[config.mk]
export PLATFORM = sky130hd
export DESIGN_NAME = oled_interface
export DESIGN_NICKNAME = d
export VERILOG_FILES = /design/src/rtl/oled_pkg.sv /design/src/rtl/oled_spi_byte.sv /design/src/rtl/oled_interface.sv
export SDC_FILE = /design/constraint.sdc
export NUM_CORES = 1
export LEC_CHECK = 0
export CORE_ASPECT_RATIO = 1.4
export CORE_MARGIN = 2
export CORE_UTILIZATION = 33
export DETAILED_ROUTE_END_ITERATION = 7
export GPL_ROUTABILITY_DRIVEN = 0
export HOLD_SLACK_MARGIN = 0.06
export PLACE_DENSITY = 0.62
export SETUP_SLACK_MARGIN = 0.2
export SLEW_MARGIN = 20
export SYNTH_ARGS = -nofsm -noshare
export SYNTH_HDL_FRONTEND = slang
export SYNTH_HIERARCHICAL = 1
export SYNTH_SLANG_ARGS = --single-unit
[constraint.sdc]
create_clock -name clk -period 5.5 [get_ports clk]
set_input_delay 1.1 -clock clk [delete_from_list [all_inputs] [get_ports clk]]
set_output_delay 1.1 -clock clk [all_outputs]
set_load 0.005 [all_outputs]
[src/rtl/oled_pkg.sv]
// Shared types and constant tables for the SSD1306 clock display: FSM states,
// init command list, 5x7 digit/colon font and byte-count constants.
package oled_pkg;

  typedef enum logic [2:0] {
    ST_RST_LOW,
    ST_RST_WAIT,
    ST_INIT,
    ST_CLEAR,
    ST_FRAME_CMD,
    ST_FRAME_DATA
  } state_t;

  localparam int INIT_LEN       = 25;
  localparam int CLEAR_CMD_LEN  = 6;
  localparam int CLEAR_LEN      = CLEAR_CMD_LEN + 1024;
  localparam int FRAME_CMD_LEN  = 6;
  localparam int FRAME_DATA_LEN = 64;
  localparam logic [3:0] GLYPH_COLON = 4'd10;

  localparam logic [0:INIT_LEN-1][7:0] INIT_CMDS = {
    8'hAE, 8'hD5, 8'h80, 8'hA8, 8'h3F, 8'hD3, 8'h00, 8'h40, 8'h8D,
    8'h14, 8'h20, 8'h00, 8'hA1, 8'hC8, 8'hDA, 8'h12, 8'h81, 8'hCF,
    8'hD9, 8'hF1, 8'hDB, 8'h40, 8'hA4, 8'hA6, 8'hAF
  };

  localparam logic [0:CLEAR_CMD_LEN-1][7:0] CLEAR_CMDS = {
    8'h21, 8'h00, 8'h7F, 8'h22, 8'h00, 8'h07
  };

  // Five visible columns per glyph (first column in the top byte), bit0 = top row.
  localparam logic [0:10][39:0] FONT = {
    40'h3E5149453E, 40'h00427F4000, 40'h4261514946, 40'h2141454B31,
    40'h1814127F10, 40'h2745454539, 40'h3C4A494930, 40'h0171090503,
    40'h3649494936, 40'h064949291E, 40'h0036360000
  };

  function automatic logic [7:0] font_col(input logic [3:0] glyph, input logic [2:0] col);
    logic [39:0] bits;
    bits = (glyph <= GLYPH_COLON) ? FONT[glyph] : 40'h0;
    case (col)
      3'd0:    return bits[39:32];
      3'd1:    return bits[31:24];
      3'd2:    return bits[23:16];
      3'd3:    return bits[15:8];
      3'd4:    return bits[7:0];
      default: return 8'h00;
    endcase
  endfunction

  // Returns {tens, units} as two nibbles.
  function automatic logic [7:0] bcd_split(input logic [5:0] value);
    logic [7:0] tens;
    logic [7:0] units;
    tens  = 8'(value) / 8'd10;
    units = 8'(value) - tens * 8'd10;
    return 8'((tens << 4) | units);
  endfunction

endpackage

[src/rtl/oled_spi_byte.sv]
// SPI mode-0 byte shifter: 18 phases of SCK_DIV clocks per byte (16 bit phases,
// one trailing low phase with cs held, one cs-high phase); accepts the next byte in its last cycle.
module oled_spi_byte
  import oled_pkg::*;
#(
  parameter int SCK_DIV = 4
) (
  input  logic       clk,
  input  logic       reset_n,
  input  logic       start,
  input  logic [7:0] byte_in,
  input  logic       dc_in,
  output logic       busy,
  output logic       done,
  output logic       sck,
  output logic       mosi,
  output logic       dc_out,
  output logic       cs
);

  localparam int CW = (SCK_DIV > 1) ? $clog2(SCK_DIV) : 1;
  localparam logic [4:0] LAST_PHASE = 5'd17;

  logic [CW-1:0] cnt_reg, cnt_next;
  logic [4:0]    phase_reg, phase_next;
  logic [7:0]    shift_reg;
  logic          busy_next, load, phase_end;

  assign load      = start && (!busy || done);
  assign phase_end = (cnt_reg == CW'(SCK_DIV - 1));

  always_comb begin
    busy_next  = busy;
    cnt_next   = cnt_reg;
    phase_next = phase_reg;
    if (load) begin
      busy_next  = 1'b1;
      cnt_next   = '0;
      phase_next = '0;
    end else if (busy) begin
      if (done) begin
        busy_next  = 1'b0;
        cnt_next   = '0;
        phase_next = '0;
      end else if (phase_end) begin
        cnt_next   = '0;
        phase_next = phase_reg + 5'd1;
      end else begin
        cnt_next = cnt_reg + 1'b1;
      end
    end
  end

  always_ff @(posedge clk) begin
    if (!reset_n) begin
      busy      <= 1'b0;
      done      <= 1'b0;
      cnt_reg   <= '0;
      phase_reg <= '0;
      shift_reg <= '0;
      sck       <= 1'b0;
      mosi      <= 1'b0;
      dc_out    <= 1'b0;
      cs        <= 1'b1;
    end else begin
      busy      <= busy_next;
      cnt_reg   <= cnt_next;
      phase_reg <= phase_next;
      done      <= busy_next && (phase_next == LAST_PHASE) && (cnt_next == CW'(SCK_DIV - 1));
      if (load) begin
        shift_reg <= byte_in;
        mosi      <= byte_in[7];
        dc_out    <= dc_in;
        cs        <= 1'b0;
        sck       <= 1'b0;
      end else if (busy && phase_end && !done) begin
        // Odd phases below 16 are sck-high; every low phase below 16 presents the next bit.
        if (phase_next[0] && (phase_next < 5'd16)) begin
          sck <= 1'b1;
        end else begin
          sck <= 1'b0;
          if (phase_next < 5'd16) begin
            shift_reg <= {shift_reg[6:0], 1'b0};
            mosi      <= shift_reg[6];
          end else if (phase_next == LAST_PHASE) begin
            cs <= 1'b1;
          end
        end
      end
    end
  end

endmodule

[src/rtl/oled_interface.sv]
// SSD1306 clock display driver: panel reset, init, optional clear (OLED_CLEAR_EN),
// then continuous redraw of "HH:MM:SS" from a per-frame snapshot of the time inputs.
module oled_interface
  import oled_pkg::*;
#(
  parameter int SCK_DIV     = 4,
  parameter int RST_CYCLES  = 1000,
  parameter int WAIT_CYCLES = 1000,
  parameter int PAGE        = 3,
  parameter int COL_START   = 32
) (
  input  logic       clk,
  input  logic       reset_n,
  input  logic [4:0] hour,
  input  logic [5:0] minute,
  input  logic [5:0] second,
  output logic       sck,
  output logic       mosi,
  output logic       dc_out,
  output logic       cs,
  output logic       reset_oled
);

  state_t      state_reg, next_state;
  logic [31:0] wait_cnt_reg;
  logic [10:0] idx_reg, last_idx;
  logic [4:0]  hour_reg;
  logic [5:0]  minute_reg, second_reg;
  logic [7:0]  hour_bcd, minute_bcd, second_bcd;
  logic [7:0]  spi_byte;
  logic [3:0]  glyph;
  logic        spi_dc, spi_start, spi_busy, spi_done, accept, wait_done;

  assign hour_bcd   = bcd_split({1'b0, hour_reg});
  assign minute_bcd = bcd_split(minute_reg);
  assign second_bcd = bcd_split(second_reg);

  // The first init byte launches on the edge that ends the post-reset wait.
  assign wait_done = (state_reg == ST_RST_WAIT) && (wait_cnt_reg == 32'(WAIT_CYCLES));
  assign spi_start = wait_done || (state_reg == ST_INIT) || (state_reg == ST_CLEAR) ||
                     (state_reg == ST_FRAME_CMD) || (state_reg == ST_FRAME_DATA);
  assign accept    = spi_start && (!spi_busy || spi_done);

  always_comb begin
    spi_byte = 8'h00;
    spi_dc   = 1'b0;
    glyph    = 4'd0;
    last_idx = 11'd0;
    case (state_reg)
      ST_RST_WAIT, ST_INIT: begin
        spi_byte = INIT_CMDS[idx_reg[4:0]];
        last_idx = 11'(INIT_LEN - 1);
      end
      ST_CLEAR: begin
        if (idx_reg < 11'(CLEAR_CMD_LEN)) begin
          spi_byte = CLEAR_CMDS[idx_reg[2:0]];
        end else begin
          spi_dc = 1'b1;
        end
        last_idx = 11'(CLEAR_LEN - 1);
      end
      ST_FRAME_CMD: begin
        case (idx_reg[2:0])
          3'd0:    spi_byte = 8'h21;
          3'd1:    spi_byte = 8'(COL_START);
          3'd2:    spi_byte = 8'(COL_START + 63);
          3'd3:    spi_byte = 8'h22;
          3'd4:    spi_byte = 8'(PAGE);
          3'd5:    spi_byte = 8'(PAGE);
          default: spi_byte = 8'h00;
        endcase
        last_idx = 11'(FRAME_CMD_LEN - 1);
      end
      ST_FRAME_DATA: begin
        spi_dc = 1'b1;
        case (idx_reg[5:3])
          3'd0:    glyph = hour_bcd[7:4];
          3'd1:    glyph = hour_bcd[3:0];
          3'd3:    glyph = minute_bcd[7:4];
          3'd4:    glyph = minute_bcd[3:0];
          3'd6:    glyph = second_bcd[7:4];
          3'd7:    glyph = second_bcd[3:0];
          default: glyph = GLYPH_COLON;
        endcase
        spi_byte = font_col(glyph, idx_reg[2:0]);
        last_idx = 11'(FRAME_DATA_LEN - 1);
      end
      default: ;
    endcase
  end

  always_comb begin
    next_state = state_reg;
    case (state_reg)
      ST_RST_WAIT:   next_state = ST_INIT;
`ifdef OLED_CLEAR_EN
      ST_INIT:       next_state = ST_CLEAR;
`else
      ST_INIT:       next_state = ST_FRAME_CMD;
`endif
      ST_CLEAR:      next_state = ST_FRAME_CMD;
      ST_FRAME_CMD:  next_state = ST_FRAME_DATA;
      ST_FRAME_DATA: next_state = ST_FRAME_CMD;
      default:       next_state = state_reg;
    endcase
  end

  always_ff @(posedge clk) begin
    if (!reset_n) begin
      state_reg    <= ST_RST_LOW;
      wait_cnt_reg <= '0;
      idx_reg      <= '0;
      reset_oled   <= 1'b0;
      hour_reg     <= '0;
      minute_reg   <= '0;
      second_reg   <= '0;
    end else begin
      case (state_reg)
        ST_RST_LOW: begin
          if (wait_cnt_reg == 32'(RST_CYCLES)) begin
            state_reg    <= ST_RST_WAIT;
            wait_cnt_reg <= 32'd1;
            reset_oled   <= 1'b1;
          end else begin
            wait_cnt_reg <= wait_cnt_reg + 32'd1;
          end
        end
        ST_RST_WAIT: begin
          if (accept) begin
            state_reg <= ST_INIT;
            idx_reg   <= 11'd1;
          end else begin
            wait_cnt_reg <= wait_cnt_reg + 32'd1;
          end
        end
        default: begin
          if (accept) begin
            if (idx_reg == last_idx) begin
              idx_reg   <= '0;
              state_reg <= next_state;
              // Each frame is drawn from the time captured as its command phase begins.
              if (next_state == ST_FRAME_CMD) begin
                hour_reg   <= hour;
                minute_reg <= minute;
                second_reg <= second;
              end
            end else begin
              idx_reg <= idx_reg + 11'd1;
            end
          end
        end
      endcase
    end
  end

  oled_spi_byte #(.SCK_DIV(SCK_DIV)) u_spi (
    .clk    (clk),
    .reset_n(reset_n),
    .start  (spi_start),
    .byte_in(spi_byte),
    .dc_in  (spi_dc),
    .busy   (spi_busy),
    .done   (spi_done),
    .sck    (sck),
    .mosi   (mosi),
    .dc_out (dc_out),
    .cs     (cs)
  );

endmodule

==> flow_summary.ini <==
[placement]
io_buffers = 23
dp_hpwl_um = 12390
post_dp_cell_area_mm2 = 0.007198
dp.cells = 1101

[clock_tree]
cts_hold_buf = 0
cts.sinks = 84
clock_latency_ns = 0.36
clk_pin_slew_ns = 0.07
cts_buffers = 9
clockRootBuffer = clkbuf_16
htreeDepth = 3
cts_buffer_depth = 2
cts_tree = built

[pwr]
p_seq_frac = 0.480
switching_share = 0.2547
powerDensity_mw_per_mm2 = 162.6
p_int_mw = 0.9505
p_comb_frac = 0.028
ir_worst_vdd_v = 0.0001131
clockPowerShare = 0.492
switching_power_mw = 0.3248
p_leak_nw = 3.039

[layout]
num_antenna_cells = 0
final_cells = 1130
num-fill-cells = 2004
finalInstanceArea_mm2 = 0.007845
final_util = 0.3938
largest_reg_flops = 32
syn2layout_area_growth_pct = 17.02
nNetsFinal = 935
drive_above_1_share = 0.1435

[timing]
worst_pin_slew_ns = 0.8885
final_hold_viol_count = 0
fin_crit_ns = 5.106
relSlewSlack = 0.4002
max_freq_ghz = 0.1958
maxSlewViolCount = 0
finalSetupTns_ns = 0
rsz0062_at_grt = yes
setup_viol = 0
fin_worst_skew_ns = 0.009879
min_period_over_period = 0.9284

[global_route]
first_global_vias = 5958
grt_overflow = 0
grt_first_pass_wirelength_um = 28940
grt_max_degree = 46
antenna_found_initial = 0
grt_usage = 0.1606

[logic_synthesis]
synth_mux_area_frac = 0.05487
synthArstFlopShare = 0
ys.flop_type = dfxtp_1
netlist-cell-type-count = 92
synth_edf_count = 0
synth_fa_ha_area_frac = 0.08361
synth_xor_area_frac = 0.06663
syn_avg_cell_area_um2 = 7.878
synth_top_family_by_area = simple AND/OR/NAND/NOR gates
synth.cell_area_mm2 = 0.006704
ys_warn_count = 6
syn_inst = 851
ys_ff_latch = 84
synthesis.nets = 913
ys_seq_area_frac = 0.2508
yosys.area_share.simple = 0.2744
synth_compound_area_frac = 0.2029

[floorplanning]
die-area_mm2 = 0.02149
ioPinCount = 24
dieHeight_um = 172.6
fp.dieW_um = 124.5
initial_core_util = 0.3365
row_count = 61
core_mm2 = 0.01992

[route]
firstDrtPassIters = 8
ant_nets = 0
vias_per_cell = 5.515
detail_route.drc_violations = 1
drt_wl_total_um = 17370
routedWlPerCell_um = 15.37
first_iter_violations = 505
vias = 6232

[flow_run]
maxCapViolCount = 0

[critical_path]
cp_max_fo = 14
slowest_delay_ns = 0.38
startpoint_type = flip-flop
cp-end-kind = flip-flop
cp_common_cell = ha_4
worstPathRequired_ns = 5.74
cp.arrival_ns = 5.34
critical_path_class = flip-flop to flip-flop
slowest_stage = a2111o_1

[worst_hold_path]
hp-class = flip-flop to flip-flop

[run_status]
violations = design-rule violations
status = complete, but fails checks
## timing repair
item / CTS / global route
buffers inserted: 8 / 4
endpoints found under the setup margin: 6 / 7
pin swaps: 5 / 22
cloned: 1 / 0
gates resized for setup: 12 / 45
## path summary, 6_finish.rpt
| path | from | to | slack, ns | cells after the start |
|---|---|---|---|---|
| max | second_reg[3] | u_spi/shift_reg[4] | 0.39 | 29 |
| min | u_spi/shift_reg[1] | u_spi/shift_reg[1] | 0.46 | 2 |
| max reg2reg | second_reg[3] | u_spi/shift_reg[4] | 0.39 | 29 |
| min reg2reg | u_spi/shift_reg[1] | u_spi/shift_reg[1] | 0.46 | 2 |
## per-layer routing
| layer | global-route usage | vias up | routed length, µm |
|---|---|---|---|
| met5 | 0 | - | 0 |
| met4 | 0.09457 | 0 | 773 |
| met1 | 0.1874 | 2874 | 7264 |
| li1 | - | 3095 | - |
| met3 | 0.01795 | 66 | 754 |
| met2 | 0.2819 | 197 | 8581 |
## through the flow
stage | hold slack (ns) | power (mW) | worst slack (ns)
4_1_cts | 0.4606 | 1.300 | 0.2032
5_1_grt | 0.4776 | 1.319 | 0.1628
2_1_floorplan | 0.4346 | 0.6430 | 0.2147
3_5_place_dp | 0.4500 | 0.6633 | 0.02209
3_3_place_gp | 0.4427 | 0.6625 | 0.1076
6_report | 0.4585 | 1.275 | 0.3937
## Yosys cell counts, drive strengths merged (11+ instances only)
library cell,instances,share of area
a21boi,11,0.012
nand2b,13,0.012
buf,16,0.017
nor2,102,0.057
nand2,73,0.043
o21ai,47,0.035
clkbuf,31,0.027
xor2,30,0.039
a21oi,40,0.034
nor2b,29,0.027
xnor2,21,0.027
nand4,13,0.013
mux2i,33,0.049
ha,40,0.075
nor3,22,0.016
nand3,26,0.020
a31oi,14,0.014
inv,42,0.024
dfxtp,84,0.25
and3,19,0.018
## power groups by stage
stage               logic, mW  registers, mW  clock network (mW)
finish                 0.0361          0.612               0.627
global route           0.0401          0.612               0.667
CTS                    0.0373          0.612               0.651
detailed placement     0.0372          0.626                   0
global placement       0.0366          0.626                   0
floorplan              0.0176          0.625                   0
## cells in the final DEF (no fill, tap or decap), types with 7 or more instances in the layout
master	synthesis	final
o211ai_1	7	7
nor2b_1	29	29
inv_2	2	7
nand3_1	25	24
nor4_1	7	7
nor2_1	101	100
clkdlybuf4s50_1	0	23
a21boi_0	9	9
buf_4	1	31
clkbuf_16	0	9
mux2i_1	33	33
a31oi_1	13	11
and3_1	18	18
ha_4	0	8
nand2_1	70	67
xor2_1	30	30
nand4_1	12	12
ha_1	40	30
xnor2_1	21	21
nand2b_1	13	13
o21ai_0	43	29
a21oi_1	36	36
inv_1	40	34
nor3_1	22	22
dfxtp_1	84	82
o21ai_1	4	16
## critical path, delay by kind of cell, from the launching register on
family / cells / cell delay (ns)
AOI/OAI and AO/OA: 8 / 1.40
adders and majority gates: 6 / 1.38
buffers and inverters: 5 / 0.41
DFF: 1 / 0.33
muxes: 1 / 0.08
and+or+nand+nor: 9 / 1.39
## cell families after synthesis
family | count (synthesis)
buf+inv | 89
fa+ha+maj | 43
flops | 84
xor+xnor | 51
simple gates | 352
compound gates | 196
mux | 36
## final cells by class
class / count / area (µm²) / area share
clock buffer: 9 / 225.2 / 0.02871
clock inverter: 7 / 76.32 / 0.009729
inverter: 42 / 170.2 / 0.02169
multi-input combinational: 678 / 4852 / 0.6185
sequential: 84 / 1684 / 0.2147
tap: 252 / 315.3 / 0.04019
timing repair buffer: 57 / 514.2 / 0.06555
timing repair inverter: 1 / 7.507 / 0.0009569
No activity file was read; power rests on OpenSTA's default activity.
